--- src/rtl/parking_pkg.sv ---
// Shared types and constants for the parking gate sensor: FSM state set,
// beam polarity, default timing constants and the beam-driven transition rules.
package parking_pkg;

    localparam logic BEAM_BLOCKED = 1'b1;
    localparam int   DEF_DEBOUNCE_CYCLES = 4;
    localparam int   DEF_TIMEOUT_CYCLES  = 1000;

    typedef enum logic [3:0] {
        IDLE,
        EN_A,
        EN_AB,
        EN_B,
        EX_B,
        EX_BA,
        EX_A,
        AMBIG,
        FAULT
    } gate_state_t;

    // Beam-pattern transitions only; the timeout is layered on top by the caller.
    // Any pattern not listed for a state holds that state.
    function automatic gate_state_t beam_next_state(
        input gate_state_t state,
        input logic        fa,
        input logic        fb
    );
        logic        a;
        logic        b;
        gate_state_t nxt;
        a   = (fa == BEAM_BLOCKED);
        b   = (fb == BEAM_BLOCKED);
        nxt = state;
        case (state)
            IDLE: begin
                if (a && !b)      nxt = EN_A;
                else if (!a && b) nxt = EX_B;
                else if (a && b)  nxt = AMBIG;
            end
            EN_A: begin
                if (a && b)        nxt = EN_AB;
                else if (!a && !b) nxt = IDLE;
            end
            EN_AB: begin
                if (!a && b)      nxt = EN_B;
                else if (a && !b) nxt = EN_A;
            end
            EN_B: begin
                if (!a && !b)     nxt = IDLE;
                else if (a && b)  nxt = EN_AB;
            end
            EX_B: begin
                if (a && b)        nxt = EX_BA;
                else if (!a && !b) nxt = IDLE;
            end
            EX_BA: begin
                if (a && !b)      nxt = EX_A;
                else if (!a && b) nxt = EX_B;
            end
            EX_A: begin
                if (!a && !b)     nxt = IDLE;
                else if (a && b)  nxt = EX_BA;
            end
            AMBIG, FAULT: begin
                if (!a && !b) nxt = IDLE;
            end
            default: nxt = IDLE;
        endcase
        return nxt;
    endfunction

endpackage

--- src/rtl/beam_debounce.sv ---
// Two-flop synchroniser followed by a debounce filter for one infrared beam.
// The filtered level only follows after DEBOUNCE_CYCLES consecutive disagreeing samples.
module beam_debounce
    import parking_pkg::*;
#(
    parameter int DEBOUNCE_CYCLES = DEF_DEBOUNCE_CYCLES
) (
    input  logic clk,
    input  logic reset,
    input  logic beam,
    output logic filtered
);

    localparam int                CNT_W    = $clog2(DEBOUNCE_CYCLES + 1);
    localparam logic [CNT_W-1:0]  CNT_LAST = CNT_W'(DEBOUNCE_CYCLES - 1);

    logic             sync1;
    logic             sync2;
    logic [CNT_W-1:0] count;

    // The count never passes CNT_LAST, so it cannot wrap.
    always_ff @(posedge clk) begin
        if (reset) begin
            sync1    <= 1'b0;
            sync2    <= 1'b0;
            filtered <= 1'b0;
            count    <= '0;
        end else begin
            sync1 <= beam;
            sync2 <= sync1;
            if (sync2 == filtered) begin
                count <= '0;
            end else if (count >= CNT_LAST) begin
                filtered <= sync2;
                count    <= '0;
            end else begin
                count <= count + 1'b1;
            end
        end
    end

endmodule

--- src/rtl/parking_gate_sensor.sv ---
// Decodes the two gate beams into single-cycle entry/exit pulses, drives the
// barrier request and flags stuck or ambiguous beam conditions.
module parking_gate_sensor
    import parking_pkg::*;
#(
    parameter int DEBOUNCE_CYCLES = DEF_DEBOUNCE_CYCLES,
    parameter int TIMEOUT_CYCLES  = DEF_TIMEOUT_CYCLES
) (
    input  logic clk,
    input  logic reset,
    input  logic beamA,
    input  logic beamB,
    input  logic Full,
    output logic carIn,
    output logic carOut,
    output logic gateOpen,
    output logic fault
);

    localparam int               TMR_W     = $clog2(TIMEOUT_CYCLES + 1);
    localparam logic [TMR_W-1:0] TMR_LIMIT = TMR_W'(TIMEOUT_CYCLES - 1);
    localparam logic [TMR_W-1:0] TMR_MAX   = TMR_W'(TIMEOUT_CYCLES);

    logic             fa;
    logic             fb;
    gate_state_t      state;
    gate_state_t      beam_next;
    gate_state_t      state_next;
    logic             entry_ok;
    logic             entry_ok_next;
    logic             timed_out;
    logic [TMR_W-1:0] timer;

    beam_debounce #(.DEBOUNCE_CYCLES(DEBOUNCE_CYCLES)) u_deb_a (
        .clk      (clk),
        .reset    (reset),
        .beam     (beamA),
        .filtered (fa)
    );

    beam_debounce #(.DEBOUNCE_CYCLES(DEBOUNCE_CYCLES)) u_deb_b (
        .clk      (clk),
        .reset    (reset),
        .beam     (beamB),
        .filtered (fb)
    );

    // A genuine beam transition takes priority over a timeout landing on the same edge.
    assign beam_next     = beam_next_state(state, fa, fb);
    assign timed_out     = (beam_next == state) && (state != IDLE) && (state != FAULT)
                           && (timer >= TMR_LIMIT);
    assign state_next    = timed_out ? FAULT : beam_next;
    assign entry_ok_next = (state == IDLE && state_next == EN_A) ? !Full : entry_ok;

    // Outputs are registered from the next state so they line up with the state register.
    always_ff @(posedge clk) begin
        if (reset) begin
            state    <= IDLE;
            entry_ok <= 1'b0;
            timer    <= '0;
            carIn    <= 1'b0;
            carOut   <= 1'b0;
            gateOpen <= 1'b0;
            fault    <= 1'b0;
        end else begin
            state    <= state_next;
            entry_ok <= entry_ok_next;
            if (state_next != state) begin
                timer <= '0;
            end else if (timer != TMR_MAX) begin
                timer <= timer + 1'b1;
            end
            carIn  <= (state == EN_B) && (state_next == IDLE);
            carOut <= (state == EX_A) && (state_next == IDLE);
            fault  <= (state_next == FAULT);
            case (state_next)
                EN_A, EN_AB, EN_B: gateOpen <= entry_ok_next;
                EX_B, EX_BA, EX_A: gateOpen <= 1'b1;
                default:           gateOpen <= 1'b0;
            endcase
        end
    end

endmodule
--- config.mk ---
export PLATFORM = sky130hd
export DESIGN_NAME = parking_gate_sensor
export DESIGN_NICKNAME = d
export VERILOG_FILES = /design/src/rtl/parking_pkg.sv /design/src/rtl/beam_debounce.sv /design/src/rtl/parking_gate_sensor.sv
export SDC_FILE = /design/constraint.sdc
export NUM_CORES = 1
export LEC_CHECK = 0
export CAP_MARGIN = 20
export CORE_MARGIN = 4
export CORE_UTILIZATION = 38
export CTS_CLUSTER_SIZE = 10
export DETAILED_ROUTE_END_ITERATION = 8
export SLEW_MARGIN = 40
export SYNTH_ARGS = -nofsm -noshare
export SYNTH_HDL_FRONTEND = slang
export SYNTH_SLANG_ARGS = --single-unit
--- constraint.sdc ---
create_clock -name clk -period 2.06 [get_ports clk]
set_clock_uncertainty 0.15 [all_clocks]
set_input_delay 0.412 -clock clk [delete_from_list [all_inputs] [get_ports clk]]
set_output_delay 0.412 -clock clk [all_outputs]
set_load 0.02 [all_outputs]
==> metrics.md <==
| Metric | Value |
|---|---|
| Global-route track usage on met2 | `approximately 22%` |
| Antenna Diode Count | `0` |
| Post-detailed-route via-to-cell ratio | `about 5.3` |
| Critical Path, Cell by Cell | `or3_4, nor3b_2, mux2i_1, or4b_4, a21oi_2` |
| Number of buffers inserted by port buffering | `8` |
| Sw Share | `between 20% and 30%` |
| Max-cap violation count | `0` |
| Library cell with the highest instance count after synthesis | `sky130_fd_sc_hd__dfxtp_1` |
| Initial drt markers | `81` |
| Total of warnings raised by yosys | `0` |
| Fraction of registers with async set/reset | `0%` |
| EDFF count, synth | `0` |
| Switching power summed over all nets | `259 µW` |
| Multiplexer share of the synthesized area | `between 3 and 4%` |
| Clock transition at the registers of the reported paths | `~0.070 ns` |
| Unique cell type count in the Yosys netlist | `48` |
| Placed wire-length estimate | `~2600 µm` |
| Core Rows | `23` |
| Per-instance average area after synthesis | `about 9.0 µm²` |
| Critical path endpoint category | `register` |
| Leak | `about 0.00086 µW` |
| Post-route total power | `approximately 1300 µW` |
| Final design utilization | `50.0%` |
| Gr usage total | `a little over an eighth` |
| Met1 capacity usage during global routing | `between 15 and 20%` |
| Slew Limit Fails | `0` |
| DRC violations left | `0` |
| Top cells by area, synth | `sky130_fd_sc_hd__dfxtp_1, sky130_fd_sc_hd__and4b_1, sky130_fd_sc_hd__nor2b_1` |
| Wire length of the first global-routing pass | `5870 µm` |
| Starting utilization of the core area | `roughly two fifths` |
| Worst Hold Class | `register to register` |
| Avg WL per Cell | `13.4 µm` |
| Number of antenna violations at the first check in global routing | `0` |
| Die Area | `about 0.0055 mm²` |
| Number of instances in the synthesized netlist | `~190` |
| Die Span X | `between 70 and 80 µm` |
| Vias in the first global route | `roughly 1,300` |
| Antenna violation net count after detailed routing | `0` |
| Number of failing hold endpoints at the final stage | `0` |
| Clock network latency to the later pin of the worst-skew pair | `~0.28 ns` |
| Timing-limited maximum frequency | `roughly 500 MHz` |
| Outcome | `completed` |
| Largest fanout of any net on the critical path | `9` |
| Top-area cell type share of the netlist area | `37.2%` |
| Int Pwr | `between 900 and 1000 µW` |
| Comb power frac | `just under 4%` |
| Via count | `1,394` |
| Final net count | `221` |
| Top FF cell, synth | `sky130_fd_sc_hd__dfxtp_1` |
| Cts-stage hold buffer count | `0` |
| First drt pass iteration count | `4` |
| Post-synthesis compound-gate area fraction | `between 10% and 20%` |
| Sequential share of power | `just under 50%` |
| Master of the slowest instance on the critical path | `sky130_fd_sc_hd__or4b_4` |
| Xor and xnor fraction of the mapped netlist area | `between 5 and 6%` |
| Total length of routed wires | `around 3500 µm` |
| Simple-gate share of the synthesized area | `just under 30%` |
| GR Util met3 | `under 10%` |
| Htree depth | `2` |
| Die extent in y | `around 74 µm` |
| Portion of total power attributed to the clock network | `a little under half` |
| Largest net degree at the start of global routing | `16` |
| Fraction of the mapped netlist area in adder cells | `~4.5%` |
| Post-synthesis to final-layout area growth | `23.2%` |
| Critical Path AT | `slightly above 2 ns` |
| Pwr per Cell Area | `between 600 and 700 mW/mm²` |
| Slew @ Worst Pin | `between 0.5 and 0.6 ns` |
| Maximum buffer depth of the clock tree | `2` |
| Leading cell types by count after synthesis | `sky130_fd_sc_hd__dfxtp_1, sky130_fd_sc_hd__nor2_1, sky130_fd_sc_hd__nor2b_1` |
| Layout cell share with drive strength beyond 1 | `a little over a fifth` |
| Worst VDD drop | `a little over 0.3 mV` |
| Flop and latch count out of synthesis | `31` |
| Max_slew headroom | `63.6%` |
| Final estimated routing congestion in global placement | `a little over 0.8` |
| Critical setup path kind | `register to register` |
| Clock Root Buffer | `sky130_fd_sc_hd__clkbuf_8` |
| Hold path startpoint | `u_deb_b.sync1` |
| CTS tree | `done` |
| TritonCTS Buffers | `5` |
| Post-synth design cell area | `0.00167 mm²` |
| Launch point of the worst path | `state[1]` |
| Busiest metal layer after global routing | `met2` |
| CTS sink cnt | `31` |
| Startpoint type of the worst setup path | `register` |
| GRT Residual Overflow | `0` |
| Nets in the synthesized netlist | `approximately 200` |
| Main combinational cell family by area after synthesis | `simple AND/OR/NAND/NOR gates` |
| Share of the clock period used by the worst path | `approximately 97%` |
| Seq/Total Area, Yosys | `between 30% and 40%` |
| Layout filler cell count | `372` |
| Final setup violation count | `0` |
| Critical path's largest stage delay | `roughly 0.52 ns` |
| Cell type with the highest aggregate area in the netlist | `sky130_fd_sc_hd__dfxtp_1` |
| Req. time, crit path | `between 2 and 2.5 ns` |
| Top-Level Pins | `9` |
| Area of the core | `0.00412 mm²` |
| Critical R2R Launch | `state[1]` |
| Final period demand of the worst path | `just under 2 ns` |
cell usage in the layout (no fill, tap or decap), types with 4 or more instances in the layout:
cell and instances:
sky130_fd_sc_hd__dfxtp_1 28, sky130_fd_sc_hd__nor2_1 20, sky130_fd_sc_hd__buf_4 18, sky130_fd_sc_hd__nor2b_1 12, sky130_fd_sc_hd__o21ai_0 11, sky130_fd_sc_hd__nand2_1 10
sky130_fd_sc_hd__and4b_1 10, sky130_fd_sc_hd__inv_1 8, sky130_fd_sc_hd__clkdlybuf4s50_1 8, sky130_fd_sc_hd__xnor2_1 5, sky130_fd_sc_hd__xor2_1 5, sky130_fd_sc_hd__ha_1 5
sky130_fd_sc_hd__clkbuf_8 5, sky130_fd_sc_hd__nor3_1 4, sky130_fd_sc_hd__a211o_1 4, sky130_fd_sc_hd__and3_1 4, sky130_fd_sc_hd__mux2i_1 4
cell type report:
cell class | count | area (µm²) | area share [%]
multi-input combinational | 137 | 991 | 48.1
sequential | 31 | 627 | 30.5
timing repair buffer | 27 | 235 | 11.4
clock buffer | 5 | 68.8 | 3.34
tap | 50 | 62.6 | 3.04
clock inverter | 3 | 43.8 | 2.13
inverter | 8 | 30.0 | 1.46
sequential cells by signal (all words and copies together), names as in the netlist, 3 cells and up:
signal	count
u_deb_a.count	3
u_deb_b.count	3
state	4
timer	10
metal layers:
| layer | routed length, µm | vias to the layer above |
|---|---|---|
| met5 | 0 | - |
| met4 | 68 | 0 |
| met3 | 141 | 6 |
| met2 | 1670 | 29 |
| met1 | 1620 | 646 |
| li1 | - | 713 |
kinds of logic after synthesis:
family,after synthesis
fa+ha+maj,6
xor+xnor,10
mux,5
compound gates,36
flops,31
simple gates,80
buf+inv,18
power by group through the flow:
stage                     clock network, µW  registers [µW]  logic, µW
final                                   590             616       48.5
after detailed placement                  0             631       48.6
after global routing                    627             617       54.8
after floorplan                           0             630       27.3
after global placement                    0             630       46.7
after CTS                               602             617       48.8
metrics by stage:
step	TNS (ns)	setup WS, ns	cells	hold slack, ns	area (µm²)
after floorplan	0	0.228	186	0.264	1670
after global placement	0	0.0402	252	0.275	1910
after detailed placement	-0.0150	-0.0150	252	0.290	1910
after CTS	0	0.0296	260	0.307	2030
after global routing	-0.000865	-0.000865	261	0.320	2060
final	0	0.0715	261	0.301	2060
final timing paths:
path,end,slack (ns),cells past startpoint
worst min-delay path,u_deb_b.sync2,0.30,1
worst min register to register,u_deb_b.sync2,0.30,1
worst max register to register,gateOpen,0.07,5
worst max-delay path,gateOpen,0.07,5
worst max-delay path, delay by kind of cell (launching register included):
family / cells / cell delay (ns)
flip-flops: 1 / 0.37
multiplexers: 1 / 0.12
AO/OA/AOI/OAI: 1 / 0.14
AND/OR/NAND/NOR: 3 / 1.15
repair_timing:
action / 4_1_cts / 5_1_grt
setup buffers: 0 / 1
pin swaps: 0 / 2
gates cloned: 0 / 0
endpoints found under the setup margin: 1 / 12
gates resized for setup: 2 / 7
No activity file was read; power rests on OpenSTA's default activity.
